## config.mk

```make
export PLATFORM = sky130hd
export DESIGN_NAME = pc_sequencer
export DESIGN_NICKNAME = d
export VERILOG_FILES = /design/src/rtl/pc_sequencer.sv
export SDC_FILE = /design/constraint.sdc
export NUM_CORES = 1
export LEC_CHECK = 0
export BUFFER_PORTS_ARGS = -buffer_cell sky130_fd_sc_hd__buf_2
export CAP_MARGIN = 20
export CORE_MARGIN = 4
export CORE_UTILIZATION = 37
export CTS_CLUSTER_DIAMETER = 120
export CTS_CLUSTER_SIZE = 25
export DETAILED_ROUTE_END_ITERATION = 8
export HOLD_SLACK_MARGIN = 0.12
export PLACE_DENSITY = 0.57
export SETUP_SLACK_MARGIN = 0.3
export SLEW_MARGIN = 20
export SYNTH_ARGS = -nofsm -noshare
export SYNTH_HDL_FRONTEND = slang
export SYNTH_SLANG_ARGS = --single-unit
export TNS_END_PERCENT = 30
```

## constraint.sdc

```tcl
create_clock -name clk -period 5.1 [get_ports clk]
set_input_delay 0.51 -clock clk [delete_from_list [all_inputs] [get_ports clk]]
set_output_delay 0.51 -clock clk [all_outputs]
set_load 0.01 [all_outputs]
```

## src/rtl/pc_sequencer.sv

```systemverilog
// Program-counter sequencer: increment, LUT-indexed redirects, stalls,
// and the start/done program handshake.
module pc_sequencer #(
    parameter int D        = 12,
    parameter int HALT_IDX = 31,
    parameter int HALT_PC  = 511,
    parameter int LDI_MAX  = 3,
    parameter int CW       = 16
) (
    input  logic          clk,
    input  logic          reset,
    input  logic          start,
    input  logic          stall,
    input  logic          jump_en,
    input  logic          branch_en,
    input  logic [4:0]    lut_idx,
    output logic [4:0]    lut_addr,
    input  logic [D-1:0]  lut_target,
    output logic [D-1:0]  prog_ctr,
    output logic          fetch_valid,
    output logic          done,
    output logic          bad_target,
    output logic [CW-1:0] retired
);

    localparam logic [1:0] S_IDLE = 2'd0;
    localparam logic [1:0] S_RUN  = 2'd1;
    localparam logic [1:0] S_DONE = 2'd2;

    localparam logic [4:0]   LDI_L  = LDI_MAX[4:0];
    localparam logic [4:0]   HIDX_L = HALT_IDX[4:0];
    localparam logic [D-1:0] HPC_L  = HALT_PC[D-1:0];

    logic [1:0]    state_q, state_d;
    logic [D-1:0]  pc_q, pc_d;
    logic          bad_q, bad_d;
    logic [CW-1:0] ret_q, ret_d;
    logic          redir;
    logic          legal;

    assign redir = jump_en | branch_en;
    assign legal = lut_idx > LDI_L;

    always_comb begin
        state_d = state_q;
        pc_d    = pc_q;
        bad_d   = bad_q;
        ret_d   = ret_q;
        case (state_q)
            S_RUN: begin
                if (!stall) begin
                    if (ret_q != '1) begin
                        ret_d = ret_q + 1'b1;
                    end
                    if (redir && !legal) begin
                        bad_d = 1'b1;
                    end
                    if (redir && legal) begin
                        pc_d = lut_target;
                        if (lut_idx == HIDX_L || lut_target == HPC_L) begin
                            state_d = S_DONE;
                        end
                    end else if (pc_q == '1) begin
                        // No wrap: overflow ends the program in place.
                        bad_d   = 1'b1;
                        state_d = S_DONE;
                    end else begin
                        pc_d = pc_q + 1'b1;
                        if (pc_d == HPC_L) begin
                            state_d = S_DONE;
                        end
                    end
                end
            end
            S_IDLE, S_DONE: begin
                if (start) begin
                    state_d = S_RUN;
                    pc_d    = '0;
                    bad_d   = 1'b0;
                    ret_d   = '0;
                end
            end
            default: state_d = S_IDLE;
        endcase
    end

    always_ff @(posedge clk) begin
        if (reset) begin
            state_q <= S_IDLE;
            pc_q    <= '0;
            bad_q   <= 1'b0;
            ret_q   <= '0;
        end else begin
            state_q <= state_d;
            pc_q    <= pc_d;
            bad_q   <= bad_d;
            ret_q   <= ret_d;
        end
    end

    assign lut_addr    = lut_idx;
    assign prog_ctr    = pc_q;
    assign fetch_valid = (state_q == S_RUN) && !stall;
    assign done        = (state_q == S_DONE);
    assign bad_target  = bad_q;
    assign retired     = ret_q;

endmodule
```

==> impl_metrics.env, run 1 <==
export IMPL_outcome="complete, no violations"
export IMPL_clock_fmax_ghz=0.411
export IMPL_worst_path_max_delay_cell="dfxtp_1"
export IMPL_seqPwrFrac=0.497
export IMPL_power_per_cell_area_nw_per_um2=220
export IMPL_rsz0062_at_grt="false"
export IMPL_grt_max_degree=22
export IMPL_hold_violations=0
export IMPL_vdd_drop_max_uv=159
export IMPL_p_leak_nw=0.956
export IMPL_grt_usage=0.158
export IMPL_crit_path_max_incr_delay_ns=0.48
export IMPL_ys_types=53
export IMPL_syn_num_nets=282
export IMPL_synth_top_cell_area_share=0.305
export IMPL_grt_pass1_vias=1759
export IMPL_num_fill_cells=543
export IMPL_postRouteAntennaNets=0
export IMPL_die_x_microns=82.1
export IMPL_async_reset_ff_frac=0
export IMPL_period_share=0.477
export IMPL_worstSetupPathType="reg2reg"
export IMPL_cts_buffers=5
export IMPL_syn_avg_cell_area_sq_um=7.94
export IMPL_dieArea_sq_um=6740
export IMPL_syn2layout_area_growth_pct=15.8
export IMPL_p_sw_frac=0.284
export IMPL_post_cts_setup_buffers=0
export IMPL_worstPathRequired_ns=5.26
export IMPL_antenna_found_initial=0
export IMPL_num_rows=26
export IMPL_grt_pass1_wl_mm=8.30
export IMPL_tightest_slew_ns=0.583
export IMPL_htreeDepth=2
export IMPL_ys_seq_area_frac=0.305
export IMPL_netlist_top_cells_area="dfxtp_1 31%, nor2_1 6.5%, xor2_1 5.6%"
export IMPL_num_vias=1952
export IMPL_die_y_microns=82.1
export IMPL_finalSetupTns_ns=0
export IMPL_whs_ns=0.480
export IMPL_drive_gt1_frac=0.262
export IMPL_clk_pin_slew_worst_paths_ns=0.07
export IMPL_p_int_mw=0.371
export IMPL_clock_latency_ns=0.28
export IMPL_yosys_top_cells_count="35 x nor2_1, 31 x dfxtp_1, 26 x nand2_1, 13 x o21ai_0, 13 x xor2_1"
export IMPL_cts_max_path_buffers=2
export IMPL_num_io_pins=59
export IMPL_core_area_sq_um=5200
export IMPL_drt_iter0_drc=106
export IMPL_start_util=0.390
export IMPL_syn_cell_area_sq_um=2030
export IMPL_hpwl_mm=3.74
export IMPL_crit_top_cell="a21oi_1"
export IMPL_wl_per_cell_microns=13.6
export IMPL_setup_viol=0
export IMPL_start_kind="flop"
export IMPL_drv_cap=0
export IMPL_drc=0
export IMPL_path_max_fanout=11
export IMPL_synth_ff_type="dfxtp_1"
export IMPL_clkSinkCount=31
export IMPL_synth_ff_latch_count=31
export IMPL_crit_chain="ha_1, nand3_1, or3_4, o31ai_4, nor4b_1, a21oi_1, a21oi_1"
export IMPL_worstPathArrival_ns=2.59
export IMPL_p_comb_frac=0.135
export IMPL_yosysWarnings=0
export IMPL_cts_resized=0
export IMPL_diodes=0
export IMPL_max_slew_margin=0.611
export IMPL_fin_nets=326
export IMPL_firstDrtPassIters=4
export IMPL_synthCells=256
export IMPL_wirelength_mm=5.05
export IMPL_vias_per_cell=5.26
export IMPL_p_sw_mw=0.147
export IMPL_yosysMostFrequentCell="nor2_1"
export IMPL_fin_worst_skew_ns=0.00311
export IMPL_yosysTopAreaCell="dfxtp_1"
export IMPL_p_clk_frac=0.367
export IMPL_fin_util=0.452
export IMPL_cts_tree="built"
export IMPL_postCtsHoldBufs=0
export IMPL_portBuffers=58
export IMPL_maxSlewViolCount=0
export IMPL_fin_crit_ns=2.43
export IMPL_seqCellArea_sq_um=621
export IMPL_multi_input_area_sq_um=1240
export IMPL_cts_root_buf="clkbuf_8"
export IMPL_hold_path_class="reg2reg"
export IMPL_setup_worst_path_end_class="flop"
export IMPL_synth_edff_count=0
export IMPL_place_gp_congestion=0.798
export IMPL_grt_remaining_overflow=0
[layer usage]
| metal | GRT usage | vias to the layer above | share of wire |
|---|---|---|---|
| met3 | 0.0369 | 5 | 0.072 |
| met5 | 0 | - | 0 |
| met2 | 0.243 | 51 | 0.44 |
| li1 | - | 986 | - |
| met1 | 0.222 | 910 | 0.48 |
| met4 | 0.0349 | 0 | 0.0083 |
[logic make-up after synthesis]
logic type | synth area share
AO/OA/AOI/OAI | 0.167
flip-flops | 0.305
XOR/XNOR | 0.0991
buffers and inverters | 0.0825
AND/OR/NAND/NOR | 0.328
adder cells (fa/ha/maj) | 0.0185
[cells in the final DEF (no fill, tap or decap), types with 2 or more instances in the layout]
| cell type | n |
|---|---|
| and3_1 | 4 |
| dfxtp_1 | 31 |
| nand4b_1 | 4 |
| xnor2_1 | 10 |
| inv_1 | 5 |
| a21oi_1 | 10 |
| a211oi_1 | 2 |
| nor2b_1 | 2 |
| a22oi_1 | 9 |
| and2_1 | 3 |
| nand4_1 | 12 |
| o21ai_0 | 13 |
| clkbuf_8 | 5 |
| xor2_1 | 13 |
| nor2_1 | 35 |
| a31oi_1 | 4 |
| nand3_1 | 9 |
| nor3_1 | 8 |
| ha_1 | 3 |
| nand2b_1 | 5 |
| buf_2 | 58 |
| nand2_1 | 26 |
[sequential cells by signal, summed over array words and instances (netlist names)]
| signal | count |
|---|---|
| state_q | 2 |
| retired | 16 |
| bad_target | 1 |
| prog_ctr | 12 |
[critical path: cells and delay by family, from the launching register on]
kind                       cells  cell delay, ns
and+or+nand+nor                3            0.72
AOI/OAI and AO/OA              3            0.67
DFF                            1            0.48
adders and majority gates      1            0.43
[power groups by stage]
stage	Clock, mW	Sequential [mW]	Combinational (mW)
final	0.190	0.257	0.0700
after global routing	0.209	0.259	0.0788
after CTS	0.197	0.257	0.0705
after detailed placement	0	0.263	0.0702
after global placement	0	0.263	0.0703
after floorplan	0	0.259	0.0535
[final timing paths]
kind | start | end | slack [ns] | cells past startpoint
max | prog_ctr[0] | prog_ctr[0] | 2.67 | 7
min | bad_target | bad_target | 0.48 | 2
max reg2reg | prog_ctr[0] | prog_ctr[0] | 2.67 | 7
min reg2reg | bad_target | bad_target | 0.48 | 2
[stage by stage]
stage	worst slack, ns	instances	total power, mW	instance area, sq um
6_report	2.67	371	0.518	2350
5_1_grt	2.45	371	0.547	2350
4_1_cts	2.68	371	0.525	2350
3_5_place_dp	2.70	363	0.333	2270
3_3_place_gp	2.79	363	0.333	2270
2_1_floorplan	3.11	256	0.312	2030
[final cells by class]
cell class	count	area share
multi-input combinational	198	0.528
clock inverter	2	0.00532
tap	70	0.0372
timing repair buffer	59	0.127
clock buffer	6	0.0308
sequential	31	0.264
inverter	5	0.00797
Power figures use the tool's default switching activity.
==> run 2: changes to the inputs <==
==> constraint.sdc (replaced) <==
create_clock -name clk -period 2.35 [get_ports clk]
set_input_delay 0.235 -clock clk [delete_from_list [all_inputs] [get_ports clk]]
set_output_delay 0.235 -clock clk [all_outputs]
set_load 0.01 [all_outputs]
==> run 2 against run 1 <==
  * Setup slack lost 2.4 ns
  * Non-clock buffer count grew 13
  * Flip-flop and latch count is the same
  * Critical endpoint unchanged
  * Cell count grew 3.5%
  * Sequential share of layout area shrank 1.4 points
  * Maximum frequency grew 18%
  * Sequential power grew 120%
  * Utilization grew 2.8 points
  * Clock power grew 150%
==> impl_metrics.env, run 2 (synthesized netlist as in run 1, its figures left out) <==
export IMPL_drive_gt1_frac=0.312
export IMPL_worstSetupPathType="reg2reg"
export IMPL_firstDrtPassIters=4
export IMPL_setup_worst_path_start="prog_ctr[6]"
export IMPL_finalSetupTns_ns=0
export IMPL_start_util=0.390
export IMPL_r2r_setup_slack_ns=0.29
export IMPL_wirelength_mm=5.42
export IMPL_hold_violations=0
export IMPL_max_slew_margin=0.629
export IMPL_place_gp_congestion=0.827
export IMPL_grtUsageMet3=0.0401
export IMPL_gr_max_usage_layer="met1"
export IMPL_hpwl_mm=3.98
export IMPL_hold_depth=3
export IMPL_vias_per_cell=5.32
export IMPL_htreeDepth=2
export IMPL_grt_usage=0.171
export IMPL_min_to="state_q[0]"
export IMPL_gr_usage_met1=0.252
export IMPL_hold_path_class="in2reg"
export IMPL_vdd_drop_max_uv=274
export IMPL_rr_endpoint="prog_ctr[0]"
export IMPL_cts_max_path_buffers=2
export IMPL_core_area_sq_um=5200
export IMPL_final_cell_mix="58 x buf_2, 35 x nor2_1, 28 x dfxtp_1"
export IMPL_dieArea_sq_um=6740
export IMPL_fin_nets=339
export IMPL_diodes=0
export IMPL_fin_crit_ns=2.06
export IMPL_power_per_cell_area_nw_per_um2=479
export IMPL_maxSlewViolCount=0
export IMPL_path_max_fanout=9
export IMPL_num_vias=2042
export IMPL_clock_fmax_ghz=0.485
export IMPL_setup_worst_path_end_class="flop"
export IMPL_outcome="complete, no violations"
export IMPL_r2r_start="prog_ctr[6]"
export IMPL_pre_cts_slack_ns=0.232
export IMPL_p_sw_frac=0.268
export IMPL_fin_worst_skew_ns=0.000994
export IMPL_use_met2=0.245
export IMPL_p_total_mw=1.20
export IMPL_clkSinkCount=31
export IMPL_worstPathRequired_ns=2.50
export IMPL_p_clk_frac=0.390
export IMPL_grt_pass1_vias=1760
export IMPL_drc=0
export IMPL_drt_iter0_drc=148
export IMPL_period_share=0.877
export IMPL_drv_cap=0
export IMPL_p_comb_frac=0.147
export IMPL_die_y_microns=82.1
export IMPL_num_fill_cells=539
export IMPL_setup_viol=0
export IMPL_antenna_found_initial=0
export IMPL_postRouteAntennaNets=0
export IMPL_cts_buffers=5
export IMPL_postCtsHoldBufs=0
export IMPL_wl_per_cell_microns=14.1
export IMPL_largest_reg_flops=16
export IMPL_clk_pin_slew_worst_paths_ns=0.07
export IMPL_fin_util=0.480
export IMPL_die_x_microns=82.1
export IMPL_num_io_pins=59
export IMPL_grt_max_degree=18
export IMPL_grt_remaining_overflow=0
export IMPL_seqPwrFrac=0.463
export IMPL_clock_latency_ns=0.28
export IMPL_p_sw_mw=0.321
export IMPL_final_common_cell="buf_2"
export IMPL_cts_root_buf="clkbuf_8"
export IMPL_cts_tree="built"
export IMPL_min_from="stall"
export IMPL_r2r_cells=7
export IMPL_tightest_slew_ns=0.556
export IMPL_syn2layout_area_growth_pct=23.0
export IMPL_start_kind="flop"
export IMPL_fin_ws_ns=0.289
export IMPL_rsz0062_at_grt="true"
export IMPL_p_leak_nw=1.04
export IMPL_p_int_mw=0.877
export IMPL_grt_pass1_wl_mm=8.89
export IMPL_portBuffers=58
export IMPL_num_rows=26
export IMPL_worstPathArrival_ns=2.21
==> run 2: cell count changes in the layout (fill, tap and decap cells not counted), moves of 2 or more <==
cell | before | now
buf_4 | 1 | 14
dfxtp_1 | 31 | 28
dfxtp_2 | 0 | 3
clkbuf_8 | 5 | 7
nor3_1 | 8 | 6
nor3_2 | 0 | 2
==> run 2: worst max-delay path, stage by stage (launching register included) <==
cell and delay [ns]:
dfxtp_1 0.49, nand4_4 0.22, or3_4 0.48, o31ai_4 0.29
buf_4 0.18, nor4b_1 0.05, a21oi_1 0.14, a21oi_1 0.08
==> run 2: metal layers <==
| layer | up-vias | wire length [microns] | share of wire |
|---|---|---|---|
| met2 | 66 | 2390 | 0.44 |
| met1 | 956 | 2670 | 0.49 |
| met3 | 5 | 299 | 0.055 |
| met4 | 0 | 57 | 0.011 |
| li1 | 1015 | - | - |
| met5 | - | 0 | 0 |
==> run 2: layout make-up <==
cell class,instances,area [sq um],share of cell area
inverter,5,18.8,0.00751
multi-input combinational,198,1270,0.509
tap,70,87.6,0.0351
clock buffer,8,100,0.0401
sequential,31,624,0.250
timing repair buffer,72,395,0.158
==> run 2: worst max path at each step <==
stage / slack (ns) / end
after floorplan: 0.36 / prog_ctr[11]
after detailed placement: 0.23 / retired[9]
final: 0.29 / prog_ctr[0]
after global placement: 0.24 / retired[9]
after CTS: 0.29 / prog_ctr[11]
after global routing: 0.22 / prog_ctr[0]
==> run 2: per-stage QoR <==
stage	hold WS, ns	instance area [sq um]	std cells
after global placement	0.472	2340	373
final	0.237	2500	384
after CTS	0.227	2460	381
after detailed placement	0.466	2340	373
after floorplan	0.405	2030	256
after global routing	0.234	2500	384
==> run 2: power groups by stage <==
stage	logic [mW]	clock network [mW]	registers, mW
after floorplan	0.116	0	0.561
after global placement	0.171	0	0.564
after detailed placement	0.172	0	0.564
after CTS	0.173	0.483	0.552
after global routing	0.195	0.509	0.556
final	0.176	0.467	0.554
==> run 2: repair_timing <==
item | CTS | global route
endpoints found under the setup margin | 12 | 19
resized for setup | 3 | 5
pin swaps | 0 | 2
setup buffers | 0 | 3
==> run 3: changes to the inputs <==
--- a/config.mk
+++ b/config.mk
@@ -7,13 +7,15 @@
 export LEC_CHECK = 0
 export BUFFER_PORTS_ARGS = -buffer_cell sky130_fd_sc_hd__buf_2
 export CAP_MARGIN = 20
+export CELL_PAD_IN_SITES_DETAIL_PLACEMENT = 1
+export CELL_PAD_IN_SITES_GLOBAL_PLACEMENT = 2
 export CORE_MARGIN = 4
-export CORE_UTILIZATION = 37
+export CORE_UTILIZATION = 29
 export CTS_CLUSTER_DIAMETER = 120
 export CTS_CLUSTER_SIZE = 25
 export DETAILED_ROUTE_END_ITERATION = 8
 export HOLD_SLACK_MARGIN = 0.12
-export PLACE_DENSITY = 0.57
+export PLACE_DENSITY_LB_ADDON = 0.1
 export SETUP_SLACK_MARGIN = 0.3
 export SLEW_MARGIN = 20
 export SYNTH_ARGS = -nofsm -noshare
==> run 3 against run 2 <==
  * Sequential share of layout area fell by 0.61 points
  * Routed wire length rose by 15%
  * First-iteration DRC count fell by 53%
  * Hold slack improved by 0.0063 ns
  * Flip-flop and latch count did not move
  * Sequential power fell by 1%
  * Critical path type unchanged
  * Critical endpoint is now retired[2]
  * Largest cell class unchanged
  * Global-route usage fell by 1.8 points
==> impl_metrics.env, run 3 (synthesized netlist as in run 1, its figures left out) <==
export IMPL_outcome="complete, no violations"
export IMPL_power_per_cell_area_nw_per_um2=463
export IMPL_num_vias=2021
export IMPL_syn2layout_area_growth_pct=25.6
export IMPL_tightest_slew_ns=0.613
export IMPL_die_x_microns=91.7
export IMPL_fin_nets=343
export IMPL_postRouteAntennaNets=0
export IMPL_drv_cap=0
export IMPL_cts_root_buf="clkbuf_8"
export IMPL_dieArea_sq_um=8410
export IMPL_fin_worst_skew_ns=0.00319
export IMPL_clock_fmax_ghz=0.528
export IMPL_cts_buffers=5
export IMPL_place_gp_congestion=0.778
export IMPL_maxSlewViolCount=0
export IMPL_diodes=0
export IMPL_cts_max_path_buffers=2
export IMPL_max_slew_margin=0.592
export IMPL_period_share=0.806
export IMPL_final_common_cell="buf_2"
export IMPL_num_fill_cells=856
export IMPL_num_io_pins=59
export IMPL_core_area_sq_um=6790
export IMPL_hold_path_class="in2reg"
export IMPL_vdd_drop_max_uv=203
export IMPL_hold_violations=0
export IMPL_wl_met1_mm=3.14
export IMPL_drt_iter0_drc=69
export IMPL_wl_met3_microns=263
export IMPL_drive_gt1_frac=0.321
export IMPL_num_rows=30
export IMPL_final_cell_mix="58 x buf_2, 35 x nor2_1, 30 x dfxtp_1"
export IMPL_start_kind="flop"
export IMPL_finalSetupTns_ns=0
export IMPL_grt_max_degree=18
export IMPL_worstSetupPathType="reg2reg"
export IMPL_path_max_fanout=5
export IMPL_drc=0
export IMPL_vias_per_cell=4.88
export IMPL_grt_pass1_wl_mm=10.4
export IMPL_cts_tree="built"
export IMPL_top_layer="met4"
export IMPL_start_util=0.299
export IMPL_htreeDepth=2
export IMPL_wl_met2_mm=2.69
export IMPL_antenna_found_initial=0
export IMPL_p_leak_nw=1.05
export IMPL_wirelength_mm=6.20
export IMPL_grt_pass1_vias=2053
export IMPL_setup_worst_path_end_class="flop"
export IMPL_grt_remaining_overflow=0
export IMPL_portBuffers=58
export IMPL_worstPathArrival_ns=2.06
export IMPL_fin_crit_ns=1.90
export IMPL_largest_reg_flops=16
export IMPL_rsz0062_at_grt="true"
export IMPL_clkSinkCount=31
export IMPL_firstDrtPassIters=4
export IMPL_post_cts_setup_buffers=0
export IMPL_setup_viol=0
export IMPL_clk_pin_slew_worst_paths_ns=0.08
export IMPL_clock_latency_ns=0.29
export IMPL_wl_per_cell_microns=15.0
export IMPL_worstPathRequired_ns=2.51
export IMPL_grt_usage=0.153
export IMPL_die_y_microns=91.7
export IMPL_whs_ns=0.244
export IMPL_hpwl_mm=4.75
## run 3: worst max-delay path, stage by stage (launching register included)
cell and delay (ns):
dfxtp_1 0.40, nand4_1 0.18, nor4_4 0.55, nand2_1 0.21
and3_1 0.24, xnor2_1 0.13, nor2_1 0.05
## run 3: power breakdown
part | total [mW] | switching, mW | internal (mW) | leakage (nW)
clock network | 0.443 | 0.237 | 0.206 | 0.0402
logic | 0.189 | 0.112 | 0.0772 | 0.760
registers | 0.548 | 0.0120 | 0.536 | 0.251
## run 3: stage by stage
stage	setup WS (ns)	util	cells	total power, mW	instance area (sq um)
2_1_floorplan	0.362	-	256	0.677	2030
3_3_place_gp	0.308	0.357	406	0.748	2430
3_5_place_dp	0.275	0.357	406	0.748	2430
4_1_cts	0.318	0.371	414	1.20	2520
5_1_grt	0.280	0.376	414	1.24	2550
6_report	0.455	0.376	414	1.18	2550
## run 3: final timing paths
check	from	to	slack [ns]	cells past startpoint
max	retired[5]	retired[2]	0.45	6
min	start	state_q[0]	0.24	3
max reg2reg	retired[5]	retired[2]	0.45	6
min reg2reg	retired[1]	retired[1]	0.49	2
## run 3: per-layer routing
metal	global-route usage	up-vias
met2	0.228	45
met1	0.215	945
li1	-	1023
met4	0.0545	0
met5	0	-
met3	0.0345	8
## run 3: repair_timing
action                     in CTS  in global routing
gates resized for setup         2                  8
hold buffers                    0                  0
setup endpoints to repair      10                 16
## run 3: final cells by class
cell class	count	area [sq um]	area share
repair buffers	76	429	0.168
well taps	96	120	0.0471
clock inverters	3	20.0	0.00785
flip-flops and latches	31	622	0.244
clock buffers	5	68.8	0.0270
multi-input cells	198	1270	0.499
inverters	5	18.8	0.00736
